File: config.mk
export PLATFORM = sky130hd
export DESIGN_NAME = vx_csa_seq_reducer
export DESIGN_NICKNAME = d
export VERILOG_FILES = /design/src/rtl/vx_csa_seq_pkg.sv /design/src/rtl/VX_csa_tree.sv /design/src/rtl/vx_csa_seq_reducer.sv
export SDC_FILE = /design/constraint.sdc
export NUM_CORES = 1
export LEC_CHECK = 0
export ABC_AREA = 1
export CORE_ASPECT_RATIO = 1.5
export CORE_UTILIZATION = 35
export DETAILED_ROUTE_END_ITERATION = 16
export SYNTH_ARGS = -nofsm -noshare
export SYNTH_HDL_FRONTEND = slang
export SYNTH_SLANG_ARGS = --single-unit
File: constraint.sdc
create_clock -name clk -period 3.5 [get_ports clk]
set_input_delay 0.7 -clock clk [delete_from_list [all_inputs] [get_ports clk]]
set_output_delay 0.7 -clock clk [all_outputs]
set_load 0.02 [all_outputs]
File: src/rtl/vx_csa_seq_pkg.sv
// Shared types and sizing helpers for the sequential carry-save reducer.
package vx_csa_seq_pkg;

    typedef enum logic [1:0] {
        ST_IDLE    = 2'd0,
        ST_ACCUM   = 2'd1,
        ST_RESOLVE = 2'd2,
        ST_OUTPUT  = 2'd3
    } csa_seq_state_t;

    localparam int unsigned CSA_SEQ_DEFAULT_MAX_BEATS = 16;
    localparam int unsigned CSA_SEQ_CNT_W             = $clog2(CSA_SEQ_DEFAULT_MAX_BEATS) + 1;

    // Accumulator width wide enough to hold n*max_beats operands of w bits.
    function automatic int unsigned csa_seq_sum_width(input int unsigned w,
                                                      input int unsigned n,
                                                      input int unsigned max_beats);
        return w + $clog2(n * max_beats);
    endfunction

    // Beat counter width able to represent max_beats itself.
    function automatic int unsigned csa_seq_cnt_width(input int unsigned max_beats);
        return $clog2(max_beats) + 1;
    endfunction

endpackage

File: src/rtl/VX_csa_tree.sv
// Combinational carry-save reduction of N operands down to a sum/carry pair.
// BALANCED=1 builds a Wallace-style tree (all full groups per level);
// BALANCED=0 builds a linear chain (one 3:2 counter per level).
// K is the weight shift applied to the majority output (1 for binary counters).
module VX_csa_tree #(
    parameter int unsigned N        = 3,
    parameter int unsigned W        = 8,
    parameter int unsigned K        = 1,
    parameter bit          BALANCED = 1'b1
) (
    input  logic [N-1:0][W-1:0] operands,
    output logic [W-1:0]        sum,
    output logic [W-1:0]        carry
);

    // Number of 3:2 counters used at a level holding c operands.
    function automatic int unsigned group_count(input int unsigned c);
        if (c <= 2) return 0;
        return BALANCED ? (c / 3) : 1;
    endfunction

    // Operand count present at level lvl.
    function automatic int unsigned level_count(input int unsigned lvl);
        int unsigned c;
        c = N;
        for (int unsigned l = 0; l < lvl; l++) c = c - group_count(c);
        return c;
    endfunction

    // Number of levels needed to reach two operands.
    function automatic int unsigned tree_depth();
        int unsigned c;
        int unsigned d;
        c = N;
        d = 0;
        for (int unsigned i = 0; i < N; i++) begin
            if (c > 2) begin
                c = c - group_count(c);
                d = d + 1;
            end
        end
        return d;
    endfunction

    localparam int unsigned DEPTH = tree_depth();

    logic [W-1:0] lvl [DEPTH+1][N];

    // Level 0 is the raw operand set.
    for (genvar j = 0; j < N; j++) begin : g_lvl0
        assign lvl[0][j] = operands[j];
    end

    // Each level compresses groups of three and passes the remainder through.
    for (genvar l = 0; l < DEPTH; l++) begin : g_level
        localparam int unsigned CNT = level_count(l);
        localparam int unsigned GRP = group_count(CNT);
        localparam int unsigned NXT = CNT - GRP;
        for (genvar j = 0; j < N; j++) begin : g_slot
            if (j < 2 * GRP) begin : g_csa
                localparam int unsigned B = 3 * (j / 2);
                if ((j % 2) == 0) begin : g_s
                    assign lvl[l+1][j] = lvl[l][B] ^ lvl[l][B+1] ^ lvl[l][B+2];
                end else begin : g_c
                    assign lvl[l+1][j] = ((lvl[l][B] & lvl[l][B+1]) |
                                          (lvl[l][B] & lvl[l][B+2]) |
                                          (lvl[l][B+1] & lvl[l][B+2])) << K;
                end
            end else if (j < NXT) begin : g_pass
                assign lvl[l+1][j] = lvl[l][j+GRP];
            end else begin : g_zero
                assign lvl[l+1][j] = '0;
            end
        end
    end

    // Final pair; a single operand has no carry term.
    if (N >= 2) begin : g_pair
        assign sum   = lvl[DEPTH][0];
        assign carry = lvl[DEPTH][1];
    end else begin : g_single
        assign sum   = lvl[DEPTH][0];
        assign carry = '0;
    end

endmodule

File: src/rtl/vx_csa_seq_reducer.sv
// Multi-beat carry-save reducer: folds N operands per beat into a carry-save
// accumulator and resolves the group sum with one carry-propagate add.
// Optional macro VX_CSA_SEQ_INPUT_REG_EN inserts a registered input stage in
// front of the tree (one extra cycle of latency).
module vx_csa_seq_reducer
    import vx_csa_seq_pkg::*;
#(
    parameter int unsigned N         = 4,
    parameter int unsigned W         = 16,
    parameter int unsigned MAX_BEATS = 16,
    parameter int unsigned SW        = csa_seq_sum_width(W, N, MAX_BEATS)
) (
    input  logic                                clk,
    input  logic                                reset,
    input  logic                                valid_in,
    output logic                                ready_in,
    input  logic [N-1:0][W-1:0]                 data_in,
    input  logic                                last_in,
    output logic                                valid_out,
    input  logic                                ready_out,
    output logic [SW-1:0]                       sum_out,
    output logic [csa_seq_cnt_width(MAX_BEATS)-1:0] beats_out,
    output logic                                trunc_out
);

    localparam int unsigned CW = csa_seq_cnt_width(MAX_BEATS);

    localparam logic [1:0] IDLE    = ST_IDLE;
    localparam logic [1:0] ACCUM   = ST_ACCUM;
    localparam logic [1:0] RESOLVE = ST_RESOLVE;
    localparam logic [1:0] OUTPUT  = ST_OUTPUT;

    logic [1:0]            state_q, state_d;
    logic [CW-1:0]         cnt_q, cnt_d;
    logic                  trunc_q, trunc_d;
    logic                  ready_q, ready_d;
    logic                  accept_d;
    logic [SW-1:0]         acc_s_q, acc_c_q;
    logic [SW-1:0]         tree_s, tree_c;
    logic [N+1:0][SW-1:0]  tree_ops;
    logic                  acc_load, acc_clr, res_load, out_done;
    logic                  valid_q, trunc_out_q;
    logic [SW-1:0]         sum_q;
    logic [CW-1:0]         beats_q;

    logic                  fold_v;
    logic [N-1:0][W-1:0]   fold_data;
    logic                  fold_last;

    assign accept_d = (state_d == IDLE) || (state_d == ACCUM);

`ifdef VX_CSA_SEQ_INPUT_REG_EN
    logic                  in_acc;
    logic                  stg_v_q, stg_v_d;
    logic                  stg_last_q, stg_last_d;
    logic [N-1:0][W-1:0]   stg_data_q;

    assign in_acc    = valid_in && ready_q;
    assign fold_v    = stg_v_q && ((state_q == IDLE) || (state_q == ACCUM));
    assign fold_data = stg_data_q;
    assign fold_last = stg_last_q;

    // Stage occupancy: a new beat overwrites a draining one, otherwise a fold empties it.
    always_comb begin
        stg_v_d    = stg_v_q;
        stg_last_d = stg_last_q;
        if (in_acc) begin
            stg_v_d    = 1'b1;
            stg_last_d = last_in;
        end else if (fold_v) begin
            stg_v_d    = 1'b0;
        end
    end

    // Accept when the stage will be empty, or will drain a non-last beat next cycle.
    assign ready_d = !stg_v_d || (accept_d && !stg_last_d);

    // Input stage registers.
    always_ff @(posedge clk or posedge reset) begin
        if (reset) begin
            stg_v_q    <= 1'b0;
            stg_last_q <= 1'b0;
            stg_data_q <= '0;
        end else begin
            stg_v_q    <= stg_v_d;
            stg_last_q <= stg_last_d;
            if (in_acc) stg_data_q <= data_in;
        end
    end
`else
    assign fold_v    = valid_in && ready_q;
    assign fold_data = data_in;
    assign fold_last = last_in;
    assign ready_d   = accept_d;
`endif

    // Tree operands: beat zero-extended to SW, followed by the accumulator pair.
    always_comb begin
        tree_ops = '0;
        for (int unsigned i = 0; i < N; i++) tree_ops[i] = SW'(fold_data[i]);
        tree_ops[N]   = acc_s_q;
        tree_ops[N+1] = acc_c_q;
    end

    VX_csa_tree #(
        .N        (N + 2),
        .W        (SW),
        .K        (1),
        .BALANCED (1'b1)
    ) u_tree (
        .operands (tree_ops),
        .sum      (tree_s),
        .carry    (tree_c)
    );

    // State register.
    always_ff @(posedge clk or posedge reset) begin
        if (reset) state_q <= IDLE;
        else       state_q <= state_d;
    end

    // Next-state and control decode.
    always_comb begin
        state_d  = state_q;
        cnt_d    = cnt_q;
        trunc_d  = trunc_q;
        acc_load = 1'b0;
        acc_clr  = 1'b0;
        res_load = 1'b0;
        out_done = 1'b0;
        case (state_q)
            IDLE, ACCUM: begin
                if (fold_v) begin
                    acc_load = 1'b1;
                    cnt_d    = cnt_q + CW'(1);
                    if (fold_last) begin
                        state_d = RESOLVE;
                    end else if (cnt_d == CW'(MAX_BEATS)) begin
                        state_d = RESOLVE;
                        trunc_d = 1'b1;
                    end else begin
                        state_d = ACCUM;
                    end
                end
            end
            RESOLVE: begin
                res_load = 1'b1;
                state_d  = OUTPUT;
            end
            OUTPUT: begin
                if (ready_out) begin
                    out_done = 1'b1;
                    acc_clr  = 1'b1;
                    cnt_d    = '0;
                    trunc_d  = 1'b0;
                    state_d  = IDLE;
                end
            end
            default: state_d = IDLE;
        endcase
    end

    // Accumulator, counter and result registers.
    always_ff @(posedge clk or posedge reset) begin
        if (reset) begin
            acc_s_q     <= '0;
            acc_c_q     <= '0;
            cnt_q       <= '0;
            trunc_q     <= 1'b0;
            ready_q     <= 1'b0;
            valid_q     <= 1'b0;
            sum_q       <= '0;
            beats_q     <= '0;
            trunc_out_q <= 1'b0;
        end else begin
            cnt_q   <= cnt_d;
            trunc_q <= trunc_d;
            ready_q <= ready_d;
            if (acc_clr) begin
                acc_s_q <= '0;
                acc_c_q <= '0;
            end else if (acc_load) begin
                acc_s_q <= tree_s;
                acc_c_q <= tree_c;
            end
            if (res_load) begin
                sum_q       <= acc_s_q + acc_c_q;
                beats_q     <= cnt_q;
                trunc_out_q <= trunc_q;
                valid_q     <= 1'b1;
            end else if (out_done) begin
                valid_q     <= 1'b0;
            end
        end
    end

    assign ready_in  = ready_q;
    assign valid_out = valid_q;
    assign sum_out   = sum_q;
    assign beats_out = beats_q;
    assign trunc_out = trunc_out_q;

endmodule

==> qor.csv <==
metric,value,unit
max_cap_violations,0,
slew_viol_final,0,
period_minus_slack,2.69,ns
core_area,16300,um2
first_pass_iters,4,
via_per_inst,4.60,
path_class,primary input to flip-flop,
clkTransAtPathRegs,0.07,ns
grt_max_degree,50,
leakage,0.00367,uW
area_delta_synth_final,26.5,%
synth_area_leaders,"dfrtp_1 34%, fa_1 22%, nand2_1 9.6%",
hp-class,flip-flop to flip-flop,
fin_nets,918,
max_slew_margin,50.7,%
worst_hold_slack,0.479,ns
cp-endpoint,acc_s_q[1],
cp_data_arrival_time,2.95,ns
cts_max_path_buffers,2,
die_w,108,um
cts_setup_buffers,0,
period_share,76.8,%
cts_tree,built,
ff_latch_area,2000,um2
rows,57,
setup-tns-final,0,ns
hpwl,9.60,mm
r2r_start,acc_s_q[3],
diodes,0,
cts_buffers,9,
setup_viol,0,
multi_input_area,3350,um2
grt_util_all_layers,15.7,%
rsz0062_at_grt,no,
drive_gt1_share,6.57,%
portBuffers,98,
dieArea,17300,um2
ant_nets,0,
synth_top_area_share,34.0,%
drc,0,
crit_fanout,1,
num_vias,4445,
io_pins,99,
root_buffer,clkbuf_16,
synthArstFlopShare,100,%
hold_viol,0,
synthFlopType,dfrtp_1,
skew,0.0134,ns
fillers,1607,
grt_pass1_vias,4686,
synth_warnings,0,
cts_resized,0,
postSynthAreaPerCell,8.91,um2
first_iter_violations,199,
max_freq,372,MHz
synth_area_leader_cell,dfrtp_1,
syn_nets,822,
endpoint_kind,flip-flop,
ctsHoldBuffers,0,
die_y,161,um
rr_worst_depth,5,
wl_per_cell,12.5,um
drt_wl_total,12.0,mm
status,finished clean,
p_total,5540,uW
synth_area,5880,um2
overflow,0,
cts_sinks,80,
place_congestion,0.818,
reg2reg_to,acc_s_q[3],
antenna_found_initial,0,
grt_pass1_wl,21.7,mm
worstHoldStart,sum_out[2],
worst_pin_slew,0.738,ns
required,3.76,ns
ys_seq_area_share,34.0,%
synth_cell_types,30,
start_util,36.0,%
synth_edf_count,0,
start_kind,primary input,
vdd_drop_max,0.323,mV
synth_seq_cells,80,
synth_cells,660,
crit_path_start,data_in[1],
h-tree-depth,3,
powerDensity,744,nW/um2
reg2reg_slack,1.25,ns
clk_latency,0.34,ns
## cells by family (layout without fill, tap and decap cells)
kind of cell,Yosys count,in the layout,share of synthesized area [%]
xor gates and xnor gates,11,11,1.64
AOI/OAI and AO/OA,75,75,6.78
DFF,80,80,34.0
buffers and inverters,137,238,9.06
adders and majority gates,93,93,28.2
and+or+nand+nor,264,264,20.3
## worst max-delay path, cell delays in order
cell and delay [ns]:
clkdlybuf4s50_1 0.44, fa_1 0.54, inv_1 0.06, fa_1 0.52, inv_1 0.05, fa_1 0.52, nand2_1 0.05, o21ai_0 0.07
## worst min-delay path by stage
stage,cells after the start,end
detailed placement,2,sum_out[18]
floorplan,2,acc_c_q[16]
global route,2,sum_out[18]
finish,2,sum_out[2]
CTS,2,sum_out[2]
global placement,2,sum_out[3]
## layer usage
layer	global-route usage [%]	share of wire, %
met2	28.9	54
met1	18.9	42
met5	0	0
met3	2.23	2.7
met4	4.05	1.2
## layout by cell type, fill, tap and decap left out
cell type        Yosys  routed
a21oi_1             11      11
a21oi_2              2       2
and2_1               1       1
buf_12               0       1
buf_4                1       3
bufinv_16            0       3
clkbuf_16            0       9
clkdlybuf4s50_1      0      98
clkinv_2             0       1
clkinv_8             0       1
dfrtp_1             80      80
fa_1                66      66
ha_1                27      27
inv_1              115     114
inv_2                5       5
inv_6                0       2
inv_8                0       1
nand2_1            151     151
nand2_2              7       7
nand3_1             68      68
nand3_2              5       5
nand3b_1             5       5
nand4_1              2       2
nor2_1              15      15
nor2_2               5       5
nor2_4               3       3
nor3_1               1       1
nor3_2               1       1
o211ai_1             1       1
o21ai_0             33      33
o21ai_1             21      21
o21ai_2              1       1
o21bai_1             2       2
o22ai_1              4       4
xnor2_1              8       8
xor2_1               3       3
## area by class of cell
cell class              instances  share of cell area, %
clock buffers                   9                   3.03
clock inverters                 7                   1.82
inverters                     120                   6.07
multi-input cells             443                   45.0
flip-flops and latches         80                   26.9
well taps                     206                   3.46
repair buffers                102                   13.8
## sequential cells by signal, indices dropped and copies added (netlist names), named ones only
signal,count
trunc_q,1
valid_out,1
acc_c_q,20
ready_in,1
acc_s_q,22
sum_out,22
trunc_out,1
beats_out,5
state_q,1
cnt_q,5
## synth_stat cells, types with 2 or more instances
cell type	count
nor2_1	15
nand3_2	5
xnor2_1	8
nand3b_1	5
nand4_1	2
dfrtp_1	80
o21ai_0	33
clkbuf_1	4
nor2_4	3
fa_1	66
a21oi_2	2
inv_2	5
nand2_2	7
nand3_1	68
o21ai_1	21
nor2_2	5
buf_2	12
ha_1	27
xor2_1	3
nand2_1	151
a21oi_1	11
inv_1	115
o21bai_1	2
o22ai_1	4
## stage by stage
| stage | setup WS, ns | cell area [um2] | instances | util, % |
|---|---|---|---|---|
| 3_5_place_dp | 0.450 | 7080 | 951 | 43.4 |
| 4_1_cts | 0.811 | 7440 | 967 | 45.6 |
| 2_1_floorplan | 0.748 | 5880 | 660 | - |
| 3_3_place_gp | 0.471 | 7080 | 951 | 43.4 |
| 5_1_grt | 0.678 | 7440 | 967 | 45.6 |
| 6_report | 0.812 | 7440 | 967 | 45.6 |
## where the power goes
part           total [uW]  internal, uW  switching, uW
clock network        1130           713            414
registers            1500          1240            267
logic                2910          1200           1710
total                5540          3150           2390
No activity file was read; power rests on OpenSTA's default activity.
